**src/rtl/imem_loader.sv**
```systemverilog
// Instruction-memory loader: receives a framed, big-endian byte stream over valid/ready,
// writes whole words to consecutive IM addresses and releases the core only after a good checksum.
module imem_loader #(
  parameter int ADDR_WIDTH = 8,
  parameter int MAX_WORDS  = 256
) (
  input  logic                  clk,
  input  logic                  reset,
  input  logic                  start,
  input  logic [7:0]            rx_data,
  input  logic                  rx_valid,
  output logic                  rx_ready,
  output logic                  im_we,
  output logic [ADDR_WIDTH-1:0] im_addr,
  output logic [31:0]           im_wdata,
  output logic                  cpu_hold,
  output logic                  busy,
  output logic                  done,
  output logic                  error,
  output logic [15:0]           words_loaded
);

  typedef enum logic [2:0] {
    S_IDLE,
    S_LEN_HI,
    S_LEN_LO,
    S_DATA,
    S_CHK,
    S_DONE,
    S_ERR
  } state_e;

  localparam logic [16:0] MaxLen = 17'(MAX_WORDS);

  state_e                state_q, state_d;
  logic [15:0]           len_q, len_d;
  logic [31:0]           word_q, word_d;
  logic [1:0]            byte_cnt_q, byte_cnt_d;
  logic [15:0]           word_cnt_q, word_cnt_d;
  logic [7:0]            chk_q, chk_d;
  logic                  we_q, we_d;
  logic [ADDR_WIDTH-1:0] addr_q, addr_d;
  logic [31:0]           wdata_q, wdata_d;
  logic [15:0]           loaded_q, loaded_d;

  logic        accept;
  logic [15:0] len_rx;

  assign rx_ready     = (state_q == S_LEN_HI) || (state_q == S_LEN_LO) ||
                        (state_q == S_DATA)   || (state_q == S_CHK);
  assign busy         = rx_ready;
  assign accept       = rx_valid && rx_ready;
  assign len_rx       = {len_q[15:8], rx_data};
  assign cpu_hold     = (state_q != S_DONE);
  assign done         = (state_q == S_DONE);
  assign error        = (state_q == S_ERR);
  assign im_we        = we_q;
  assign im_addr      = addr_q;
  assign im_wdata     = wdata_q;
  assign words_loaded = loaded_q;

  always_comb begin
    // NOTE: every variable gets its hold/default value first so no path leaves one unassigned (no latches).
    state_d    = state_q;
    len_d      = len_q;
    word_d     = word_q;
    byte_cnt_d = byte_cnt_q;
    word_cnt_d = word_cnt_q;
    chk_d      = chk_q;
    we_d       = 1'b0;
    addr_d     = addr_q;
    wdata_d    = wdata_q;
    loaded_d   = loaded_q;

    unique case (state_q)
      S_IDLE, S_DONE, S_ERR: begin
        if (start) begin
          state_d    = S_LEN_HI;
          len_d      = '0;
          word_d     = '0;
          byte_cnt_d = '0;
          word_cnt_d = '0;
          chk_d      = '0;
          addr_d     = '0;
          loaded_d   = '0;
        end
      end

      S_LEN_HI: begin
        if (accept) begin
          len_d[15:8] = rx_data;
          state_d     = S_LEN_LO;
        end
      end

      S_LEN_LO: begin
        if (accept) begin
          len_d = len_rx;
          if (len_rx == 16'd0)              state_d = S_CHK;
          else if ({1'b0, len_rx} > MaxLen) state_d = S_ERR;
          else                              state_d = S_DATA;
        end
      end

      S_DATA: begin
        if (accept) begin
          word_d     = {word_q[23:0], rx_data};
          chk_d      = chk_q ^ rx_data;
          byte_cnt_d = byte_cnt_q + 2'd1;
          // Fourth byte completes a word: the write is issued from registers on the next cycle.
          if (byte_cnt_q == 2'd3) begin
            we_d       = 1'b1;
            addr_d     = word_cnt_q[ADDR_WIDTH-1:0];
            wdata_d    = {word_q[23:0], rx_data};
            loaded_d   = loaded_q + 16'd1;
            word_cnt_d = word_cnt_q + 16'd1;
            if (word_cnt_q == len_q - 16'd1) state_d = S_CHK;
          end
        end
      end

      S_CHK: begin
        if (accept) state_d = (rx_data == chk_q) ? S_DONE : S_ERR;
      end

      default: state_d = S_IDLE;
    endcase
  end

  // NOTE: sequential state uses non-blocking assignments so all registers update together at the edge.
  always_ff @(posedge clk) begin
    if (reset) begin
      state_q    <= S_IDLE;
      len_q      <= '0;
      word_q     <= '0;
      byte_cnt_q <= '0;
      word_cnt_q <= '0;
      chk_q      <= '0;
      we_q       <= 1'b0;
      addr_q     <= '0;
      wdata_q    <= '0;
      loaded_q   <= '0;
    end else begin
      state_q    <= state_d;
      len_q      <= len_d;
      word_q     <= word_d;
      byte_cnt_q <= byte_cnt_d;
      word_cnt_q <= word_cnt_d;
      chk_q      <= chk_d;
      we_q       <= we_d;
      addr_q     <= addr_d;
      wdata_q    <= wdata_d;
      loaded_q   <= loaded_d;
    end
  end

endmodule

```
**config.mk**
```make
export PLATFORM = sky130hd
export DESIGN_NAME = imem_loader
export DESIGN_NICKNAME = d
export VERILOG_FILES = /design/src/rtl/imem_loader.sv
export SDC_FILE = /design/constraint.sdc
export NUM_CORES = 1
export LEC_CHECK = 0
export ABC_CLOCK_PERIOD_IN_PS = 2430
export BUFFER_PORTS_ARGS = -buffer_cell sky130_fd_sc_hd__buf_2
export CAP_MARGIN = 5
export CORE_MARGIN = 2
export CORE_UTILIZATION = 30
export CTS_BUF_LIST = sky130_fd_sc_hd__clkbuf_4
export CTS_CLUSTER_DIAMETER = 150
export DETAILED_ROUTE_END_ITERATION = 10
export PLACE_DENSITY_LB_ADDON = 0.3
export SKIP_CTS_REPAIR_TIMING = 1
export SLEW_MARGIN = 20
export SYNTH_ARGS = -nofsm -noshare
export SYNTH_HDL_FRONTEND = slang
export SYNTH_SLANG_ARGS = --single-unit
```
**constraint.sdc**
```tcl
create_clock -name clk -period 2.43 [get_ports clk]
set_input_delay 0.486 -clock clk [delete_from_list [all_inputs] [get_ports clk]]
set_output_delay 0.486 -clock clk [all_outputs]
set_load 0.05 [all_outputs]
```
==> impl_metrics.tcl, run 1 <==
set metrics [dict create \
    run_status "finished clean" \
    detail_route.vias_per_cell 4.818 \
    grt_max_degree 99 \
    die_h_um 142.5 \
    timing.critical_path.fanout_max 11 \
    start_util_pct 30.67 \
    drv_cap 0 \
    ys_seq_area_share_pct 43.83 \
    syn2layout_area_growth_pct 16.30 \
    grt_use_total_pct 14.54 \
    report.final.setup_viol 0 \
    async_flop_share_pct 0 \
    nets 816 \
    final_design_area_no_fill_um2 6694 \
    leakagePower_nw 2.554 \
    dpl_cell_area_um2 6422 \
    dieArea_um2 20310 \
    cp-start-kind "flip-flop" \
    timing.final.max_slew_violations 0 \
    final_period_minus_worst_setup_slack_ns 2.286 \
    yosysTopAreaCellShare_pct 43.83 \
    dpl_wire_length_um 10020 \
    vdd_ir_drop_max_mv 0.6428 \
    timing.setup.critical_path_class "flip-flop to primary output" \
    timing.final.ws_setup_ns 0.1445 \
    grtUsageMet2_pct 20.50 \
    clockBufferDepth 2 \
    antenna_violating_nets_post_route 0 \
    clock_insertion_delay_worst_skew_ns 0.54 \
    grt_overflow_total 0 \
    drive_above_1_share_pct 19.56 \
    clk_pin_slew_worst_paths_ns 0.12 \
    number_of_global_route_vias_before_repair 4574 \
    critical_path_required_ns 1.94 \
    clock_sink_count 126 \
    yosysTopAreaCell "sky130_fd_sc_hd__dfxtp_1" \
    fmaxAchievable_ghz 0.4375 \
    remaining_drc_errors 0 \
    core_ar_um2 18770 \
    placed_cells 1014 \
    grt_pass1_wl_um 23680 \
    layout.filler_cells 2035 \
    yosysWarnings 0 \
    hold_viol 0 \
    synth_fp_nets 749 \
    die_w_um 142.5 \
    routedWlPerCell_um 13.78 \
    yosys.cell_count.top_type "sky130_fd_sc_hd__nand2_1" \
    synth_common_cells "sky130_fd_sc_hd__nand2_1 (132), sky130_fd_sc_hd__dfxtp_1 (126), sky130_fd_sc_hd__nor2_1 (102)" \
    synth.area.top_cells "sky130_fd_sc_hd__dfxtp_1 (44%), sky130_fd_sc_hd__nand2_1 (8.6%), sky130_fd_sc_hd__a21oi_1 (8.3%)" \
    min_path_type "input port to flip-flop" \
    detailedRoute.firstIterationViolations 285 \
    cellPowerDensity_nw_per_um2 794.5 \
    grt_util_met3_pct 3.634 \
    synth-main-ff-cell "sky130_fd_sc_hd__dfxtp_1" \
    synth_enable_flop_cells 0 \
    finalCoreUtilization_pct 35.67 \
    number_of_antenna_violations_at_the_first_check_in_global_routing 1 \
    grt_most_used_layer "met1" \
    route.vias.total 5049 \
    cts-htree-levels 4 \
    mappedNetlistArea_um2 5756 \
    worst_hold_slack_ns 0.2648 \
    netlist_instances 733 \
    io_buffer_count 73 \
    finalSetupTns_ns 0 \
    cts-root-buf "sky130_fd_sc_hd__clkbuf_4" \
    syn-mean-instance-area_um2 7.852 \
    rsz0062_at_grt "no" \
    ys_ff_latch 126 \
    timing.max_slew.rel_slack_pct 61.77 \
    worstPathArrival_ns 1.80 \
    tritoncts "built" \
    yosysUniqueCellTypes 56 \
    numCtsBuffers 17 \
    crit_path_end_kind "primary output" \
    wl_um 14450 \
    power_mw 5.318 \
    ioPinCount 74 \
    dr_pass1_iterations 4 \
    detailedPlace.worstSlack_ns 0.1636 \
    worst_pin_slew_ns 0.5703 \
    row_count 50 \
    period_share_pct 94.05 \
    met1_usage_pct 21.86 \
    worst_clock_skew_ns 0.02038 \
    final-instance-count-excl-fill 1048 \
    place.gp.congestion 0.7881 \
]
-- critical path: stages, from the launching register on --
cell and delay [ns]:
sky130_fd_sc_hd__dfxtp_4 0.40, sky130_fd_sc_hd__buf_4 0.17, sky130_fd_sc_hd__nor2_1 0.21, sky130_fd_sc_hd__xnor2_1 0.19
sky130_fd_sc_hd__buf_2 0.30
-- registers in the layout, indices dropped and copies added, names as in the netlist --
signal	cells
len_q	16
im_addr	8
im_wdata	32
chk_q	8
words_loaded	16
state_q	3
im_we	1
word_q	24
byte_cnt_q	2
word_cnt_q	16
-- layout by cell type (no fill, tap or decap), drive strengths merged, types with 14 or more instances in the layout --
cell    instances
xor2           21
nand3          26
buf           106
dfxtp         126
a21oi          96
nand4          14
nand2         133
nor2          102
clkbuf         17
xnor2          33
o21ai          19
-- kinds of logic (layout without fill, tap and decap cells) --
| group | after synthesis | in the layout | share of synthesized area [%] |
|---|---|---|---|
| and+or+nand+nor | 335 | 335 | 26.98 |
| AOI/OAI and AO/OA | 145 | 145 | 14.52 |
| DFF | 126 | 126 | 43.83 |
| buffers and inverters | 66 | 146 | 5.065 |
| xor gates and xnor gates | 54 | 54 | 8.218 |
| adders and majority gates | 4 | 4 | 0.8696 |
| muxes | 3 | 3 | 0.5218 |
| other | 0 | 1 | 0 |
-- worst paths after layout --
path                             startpoint                        end  slack, ns  depth (start not counted)
setup / recovery    state_q[0]$_SDFFE_PP0P_                   rx_ready       0.14                          4
hold / removal                   rx_data[3]   im_wdata[3]$_SDFFE_PP0P_       0.26                          3
setup reg to reg      len_q[1]$_SDFFE_PP0P_    state_q[1]$_SDFFE_PP0P_       0.19                          9
hold reg to reg   im_wdata[29]$_SDFFE_PP0P_  im_wdata[29]$_SDFFE_PP0P_       0.46                          2
-- per-layer routing --
layer | part of all wire, % | vias to the layer above | routed length (um)
met5 | 0 | - | 0
met4 | 0.89 | 0 | 128
met3 | 3.6 | 11 | 521
met2 | 42 | 97 | 6063
met1 | 54 | 2313 | 7733
li1 | - | 2628 | -
-- power by group --
group	switching, mW	internal (mW)	total [mW]
logic	1.10	0.633	1.73
registers	0.127	2.13	2.26
clock network	0.824	0.499	1.32
-- area by class of cell --
| type | instances | area (um2) | area share [%] |
|---|---|---|---|
| Antenna cell | 1 | 2.502 | 0.03738 |
| Tap cell | 234 | 292.8 | 4.374 |
| Multi-Input combinational cell | 541 | 2952 | 44.09 |
| Timing Repair Buffer | 106 | 638.1 | 9.533 |
| Clock buffer | 17 | 127.6 | 1.907 |
| Sequential cell | 126 | 2529 | 37.78 |
| Clock inverter | 15 | 122.6 | 1.832 |
| Inverter | 8 | 30.03 | 0.4486 |
Note: power is estimated with default switching activity, not from simulation.
==> inputs of run 2 (changes only) <==
- BUFFER_PORTS_ARGS: -buffer_cell sky130_fd_sc_hd__buf_2 -> default
- DONT_BUFFER_PORTS: default -> 1
==> impl_metrics.tcl, run 2 (same netlist as run 1, synthesis figures left out) <==
set metrics [dict create \
    clock_insertion_delay_worst_skew_ns 0.52 \
    critPathCapture "busy" \
    drt-met1-wl_um 7340 \
    antenna_violating_nets_post_route 0 \
    critical_path_required_ns 1.94 \
    mostFrequentLayoutCell "sky130_fd_sc_hd__nand2_1" \
    clock_sink_count 126 \
    clk_pin_slew_worst_paths_ns 0.11 \
    grt_use_total_pct 14.70 \
    row_count 50 \
    cellPowerDensity_nw_per_um2 831.7 \
    dieArea_um2 20310 \
    final_period_minus_worst_setup_slack_ns 2.279 \
    number_of_antenna_violations_at_the_first_check_in_global_routing 1 \
    detail_route.vias_per_cell 4.989 \
    grt_overflow_total 0 \
    core_ar_um2 18770 \
    most-common-layout-cells "sky130_fd_sc_hd__nand2_1 (132), sky130_fd_sc_hd__dfxtp_1 (126), sky130_fd_sc_hd__nor2_1 (102)" \
    clockBufferDepth 2 \
    run_status "finished clean" \
    worst_clock_skew_ns 0.01516 \
    syn2layout_area_growth_pct 11.78 \
    timing.critical_path.fanout_max 14 \
    timing.final.ws_setup_ns 0.1512 \
    remaining_drc_errors 0 \
    place.gp.congestion 0.8336 \
    crit_path_end_kind "primary output" \
    worst_r2r_endpoint "state_q[1]$_SDFFE_PP0P_" \
    finalSetupTns_ns 0 \
    period_share_pct 93.78 \
    start_util_pct 30.67 \
    ioPinCount 74 \
    final_design_area_no_fill_um2 6434 \
    timing.final.max_slew_violations 0 \
    worstPathArrival_ns 1.79 \
    nets 753 \
    critical_path.reg2reg.startpoint "state_q[0]$_SDFFE_PP0P_" \
    r2r_cells 8 \
    detailedPlace.worstSlack_ns 0.1393 \
    worst_pin_slew_ns 0.9959 \
    die_w_um 142.5 \
    fmaxAchievable_ghz 0.4388 \
    top_signal_layer_used "met4" \
    dpl_cell_area_um2 6107 \
    hold_viol 0 \
    leakagePower_nw 2.243 \
    startpoint "state_q[0]$_SDFFE_PP0P_" \
    cts-htree-levels 4 \
    drv_cap 0 \
    die_h_um 142.5 \
    min-delay-start "reset" \
    timing.max_slew.rel_slack_pct 33.61 \
    tritoncts "built" \
    layout.filler_cells 2032 \
    cp-start-kind "flip-flop" \
    report.final.setup_viol 0 \
    detailedRoute.firstIterationViolations 299 \
    drive_above_1_share_pct 12.67 \
    dr_pass1_iterations 4 \
    dr_wl_met2_um 6256 \
    number_of_global_route_vias_before_repair 4408 \
    io_buffer_count 0 \
    numCtsBuffers 17 \
    grt_max_degree 100 \
    vdd_ir_drop_max_mv 0.8098 \
    timing.setup.critical_path_class "flip-flop to primary output" \
    routedWlPerCell_um 14.93 \
    grt_pass1_wl_um 23470 \
    ff2ff_setup_slack_ns 0.19 \
    largest_register_ff_count 32 \
    wl_met3_um 1024 \
    cts-root-buf "sky130_fd_sc_hd__clkbuf_4" \
    route.vias.total 4914 \
    wl_um 14700 \
    dpl_wire_length_um 9783 \
    rsz0062_at_grt "yes" \
    min_path_type "input port to flip-flop" \
]
[run 2: changes by cell type in the layout (fill, tap and decap cells not counted), moves of 2 or more]
cell / previous run / this run
sky130_fd_sc_hd__buf_2: 73 / 0
sky130_fd_sc_hd__inv_6: 2 / 0
sky130_fd_sc_hd__buf_12: 2 / 0
sky130_fd_sc_hd__dfxtp_2: 2 / 0
sky130_fd_sc_hd__dfxtp_1: 123 / 126
sky130_fd_sc_hd__buf_4: 31 / 42
sky130_fd_sc_hd__clkbuf_4: 17 / 20
[run 2: area by class of cell]
type | count | area (um2) | area share (%)
Multi-Input combinational cell | 541 | 2972 | 46.19
Sequential cell | 126 | 2522 | 39.21
Timing Repair Buffer | 43 | 342.8 | 5.329
Tap cell | 234 | 292.8 | 4.551
Clock buffer | 20 | 150.1 | 2.334
Clock inverter | 12 | 121.4 | 1.886
Inverter | 8 | 30.03 | 0.4667
Antenna cell | 1 | 2.502 | 0.03890
[run 2: worst max-delay path, stage by stage, from the launching register on]
cell,delay (ns)
sky130_fd_sc_hd__dfxtp_1,0.35
sky130_fd_sc_hd__buf_4,0.20
sky130_fd_sc_hd__nor2_1,0.27
sky130_fd_sc_hd__xnor2_2,0.15
sky130_fd_sc_hd__buf_4,0.31
[run 2: per-layer routing]
metal / up-vias / track usage (%)
met2: 137 / 20.85
met5: - / 0
met1: 2269 / 20.99
li1: 2500 / -
met3: 8 / 5.417
met4: 0 / 3.596
[run 2: worst min-delay path by stage]
stage | end | slack (ns) | cells past startpoint
CTS | word_q[6]$_SDFFE_PP0P_ | -0.03 | 1
global route | len_q[0]$_SDFFE_PP0P_ | -0.04 | 1
global placement | im_wdata[25]$_SDFFE_PP0P_ | 0.44 | 2
detailed placement | im_wdata[28]$_SDFFE_PP0P_ | 0.44 | 2
finish | len_q[0]$_SDFFE_PP0P_ | 0.03 | 1
floorplan | word_q[16]$_SDFFE_PP0P_ | 0.43 | 2
[run 2: power by group]
part / internal (mW) / total [mW] / switching (mW)
clock: 0.632 / 1.41 / 0.782
combinational: 0.597 / 1.72 / 1.12
sequential: 2.13 / 2.22 / 0.0919
[run 2: per-stage QoR]
stage          hold WS, ns  util [%]  cells  total power, mW
2_1_floorplan       0.4321         -    733            3.584
4_1_cts           -0.03337     33.99    982            5.349
6_report           0.02830     34.28    985            5.351
3_5_place_dp        0.4385     32.54    950            3.924
5_1_grt           -0.03647     34.28    985            5.696
3_3_place_gp        0.4362     32.54    950            3.929
==> inputs of run 3 (changes only) <==
- ABC_AREA: default -> 1
==> impl_metrics.tcl, run 3 <==
set metrics [dict create \
    yosysWarnings 0 \
    run_status "finished clean" \
    report.final.setup_viol 0 \
    min_path_type "input port to flip-flop" \
    final-instance-count-excl-fill 1135 \
    timing.final.ws_setup_ns 0.1851 \
    layout.filler_cells 2152 \
    row_count 51 \
    detail_route.vias_per_cell 4.693 \
    clockPowerShare_pct 22.0 \
    synth_common_cells "sky130_fd_sc_hd__nand2_1 (153), sky130_fd_sc_hd__nor2_1 (132), sky130_fd_sc_hd__dfxtp_1 (126)" \
    yosysTopAreaCell "sky130_fd_sc_hd__dfxtp_1" \
    n_antenna_cell 0 \
    worst_clock_skew_ns 0.01546 \
    combinationalPowerShare_pct 43.6 \
    worst_hold_slack_ns 0.05403 \
    timing.max_slew.rel_slack_pct 37.48 \
    rsz0062_at_grt "no" \
    grt_pass1_wl_um 25810 \
    final_design_area_no_fill_um2 6663 \
    routedWlPerCell_um 13.96 \
    startpoint "state_q[0]$_SDFFE_PP0P_" \
    hold_viol 0 \
    grt_overflow_total 0 \
    finalCoreUtilization_pct 34.35 \
    finalSetupTns_ns 0 \
    route.vias.total 5326 \
    power_switching_share_pct 45.00 \
    cts-root-buf "sky130_fd_sc_hd__clkbuf_4" \
    final_period_minus_worst_setup_slack_ns 2.245 \
    worst_pin_slew_ns 0.9315 \
    dpl_cell_area_um2 6331 \
    nets 873 \
    period_share_pct 92.38 \
    timing.final.max_slew_violations 0 \
    critical_path_required_ns 1.94 \
    power_switching_mw 3.117 \
    cellPowerDensity_nw_per_um2 1040 \
    number_of_antenna_violations_at_the_first_check_in_global_routing 0 \
    syn-mean-instance-area_um2 6.999 \
    ys_seq_area_share_pct 42.65 \
    grt_max_degree 75 \
    number_of_global_route_vias_before_repair 5145 \
    synth_enable_flop_cells 0 \
    buffering_stage_count_on_the_worst_path_with_inverters_included 3 \
    most-common-layout-cells "sky130_fd_sc_hd__nand2_1 (153), sky130_fd_sc_hd__nor2_1 (131), sky130_fd_sc_hd__dfxtp_1 (126)" \
    grt_util_met3_pct 4.603 \
    dr_pass1_iterations 5 \
    grt_use_total_pct 15.64 \
    wl_um 15840 \
    dieArea_um2 20850 \
    fmaxAchievable_ghz 0.4455 \
    io_buffer_count 0 \
    antenna_violating_nets_post_route 0 \
    met1_usage_pct 20.56 \
    synth.area.top_cells "sky130_fd_sc_hd__dfxtp_1 (43%), sky130_fd_sc_hd__nand2_1 (9.7%), sky130_fd_sc_hd__nor2_1 (8.4%)" \
    yosysTopAreaCellShare_pct 42.65 \
    remaining_drc_errors 0 \
    synth_fp_nets 861 \
    die_h_um 144.4 \
    clockBufferDepth 2 \
    critPathSlowestCell "sky130_fd_sc_hd__dfxtp_1" \
    die_w_um 144.4 \
    mappedNetlistArea_um2 5914 \
    proportion_of_power_drawn_by_flip_flops_and_latches_pct 34.4 \
    synth-main-ff-cell "sky130_fd_sc_hd__dfxtp_1" \
    netlist_instances 845 \
    ys_ff_latch 126 \
    clock_sink_count 126 \
    power_mw 6.928 \
    mostFrequentLayoutCell "sky130_fd_sc_hd__nand2_1" \
    worstPathArrival_ns 1.76 \
    place.gp.congestion 0.8320 \
    drv_cap 0 \
    detailedRoute.firstIterationViolations 285 \
    dpl_wire_length_um 10820 \
    yosysUniqueCellTypes 33 \
    clk_pin_slew_worst_paths_ns 0.13 \
    crit_path_end_kind "primary output" \
    vdd_ir_drop_max_mv 0.5973 \
    placed_cells 1101 \
    ioPinCount 74 \
    critical_path.reg2reg.startpoint "len_q[0]$_SDFFE_PP0P_" \
    drive_above_1_share_pct 9.425 \
    largest_register_ff_count 32 \
    path_delay_family "flip-flops" \
    critical_path.cell_chain "inv_2 -> nor3_2 -> inv_1 -> nand3_1 -> buf_4" \
    min-delay-start "rx_data[5]" \
    async_flop_share_pct 0 \
    yosys.cell_count.top_type "sky130_fd_sc_hd__nand2_1" \
    core_ar_um2 19400 \
    detailedPlace.worstSlack_ns 0.1847 \
    leakagePower_nw 2.671 \
    cp-start-kind "flip-flop" \
    worst_path_largest_cell_delay_ns 0.47 \
    grt_most_used_layer "met2" \
    timing.setup.critical_path_class "flip-flop to primary output" \
    cts-htree-levels 4 \
    tritoncts "built" \
    timing.critical_path.fanout_max 5 \
    clock_insertion_delay_worst_skew_ns 0.56 \
    cell_internal_pwr_mw 3.811 \
    grtUsageMet2_pct 25.09 \
    syn2layout_area_growth_pct 12.65 \
    numCtsBuffers 17 \
    start_util_pct 30.49 \
]
run 3: cell count changes after synthesis, sizes merged, moves of 21 or more:
cell,before,now
xnor2,33,12
nand3,26,73
nor2,102,137
nand2,133,154
o21ai,19,47
inv,7,77
run 3: routing by layer:
metal	vias up	part of all wire, %
met1	2414	47
met5	-	0
met4	0	1.2
met3	14	5.2
li1	2796	-
met2	102	46
run 3: cells by family (layout without fill, tap and decap cells):
kind of cell / Yosys count / count (layout) / synth area share [%]
compound gates: 157 / 157 / 14.51
xor+xnor: 34 / 34 / 5.035
fa+ha+maj: 4 / 4 / 0.8462
buf+inv: 117 / 142 / 7.679
flops: 126 / 126 / 42.65
simple gates: 407 / 407 / 29.28
run 3: worst paths after layout:
path | to | slack [ns] | depth (start not counted)
worst max register to register | state_q[0]$_SDFFE_PP0P_ | 0.27 | 15
worst max-delay path | rx_ready | 0.19 | 5
worst min register to register | words_loaded[1]$_SDFFE_PP0P_ | 0.47 | 2
worst min-delay path | im_wdata[5]$_SDFFE_PP0P_ | 0.05 | 2
run 3: power by group through the flow:
stage	clock, mW	combinational, mW	sequential (mW)
after floorplan	0	2.41	2.39
after global placement	0	2.99	2.43
after detailed placement	0	2.99	2.43
after CTS	1.57	3.01	2.38
after global routing	1.65	3.44	2.41
final	1.53	3.02	2.38
run 3: worst reg2reg max path: stages, from the launching register on:
cell and delay (ns):
sky130_fd_sc_hd__dfxtp_1 0.35, sky130_fd_sc_hd__inv_1 0.16, sky130_fd_sc_hd__ha_1 0.22, sky130_fd_sc_hd__nand3_1 0.16, sky130_fd_sc_hd__nor2_2 0.21, sky130_fd_sc_hd__nand2_1 0.12
sky130_fd_sc_hd__nand2_1 0.08, sky130_fd_sc_hd__nand2_1 0.05, sky130_fd_sc_hd__nor2_1 0.09, sky130_fd_sc_hd__nand2_1 0.07, sky130_fd_sc_hd__nor2_1 0.11, sky130_fd_sc_hd__nand3_1 0.08
sky130_fd_sc_hd__nand2_1 0.17, sky130_fd_sc_hd__nand3_1 0.09, sky130_fd_sc_hd__nand2_1 0.07, sky130_fd_sc_hd__inv_1 0.03
run 3: cell type report:
| cell class | instances | area (um2) | share of cell area, % |
|---|---|---|---|
| clock buffers | 18 | 135.1 | 2.028 |
| clock inverters | 14 | 156.4 | 2.347 |
| inverters | 79 | 296.5 | 4.451 |
| multi-input cells | 602 | 2940 | 44.13 |
| flip-flops and latches | 126 | 2522 | 37.86 |
| well taps | 265 | 331.6 | 4.977 |
| repair buffers | 31 | 280.3 | 4.207 |
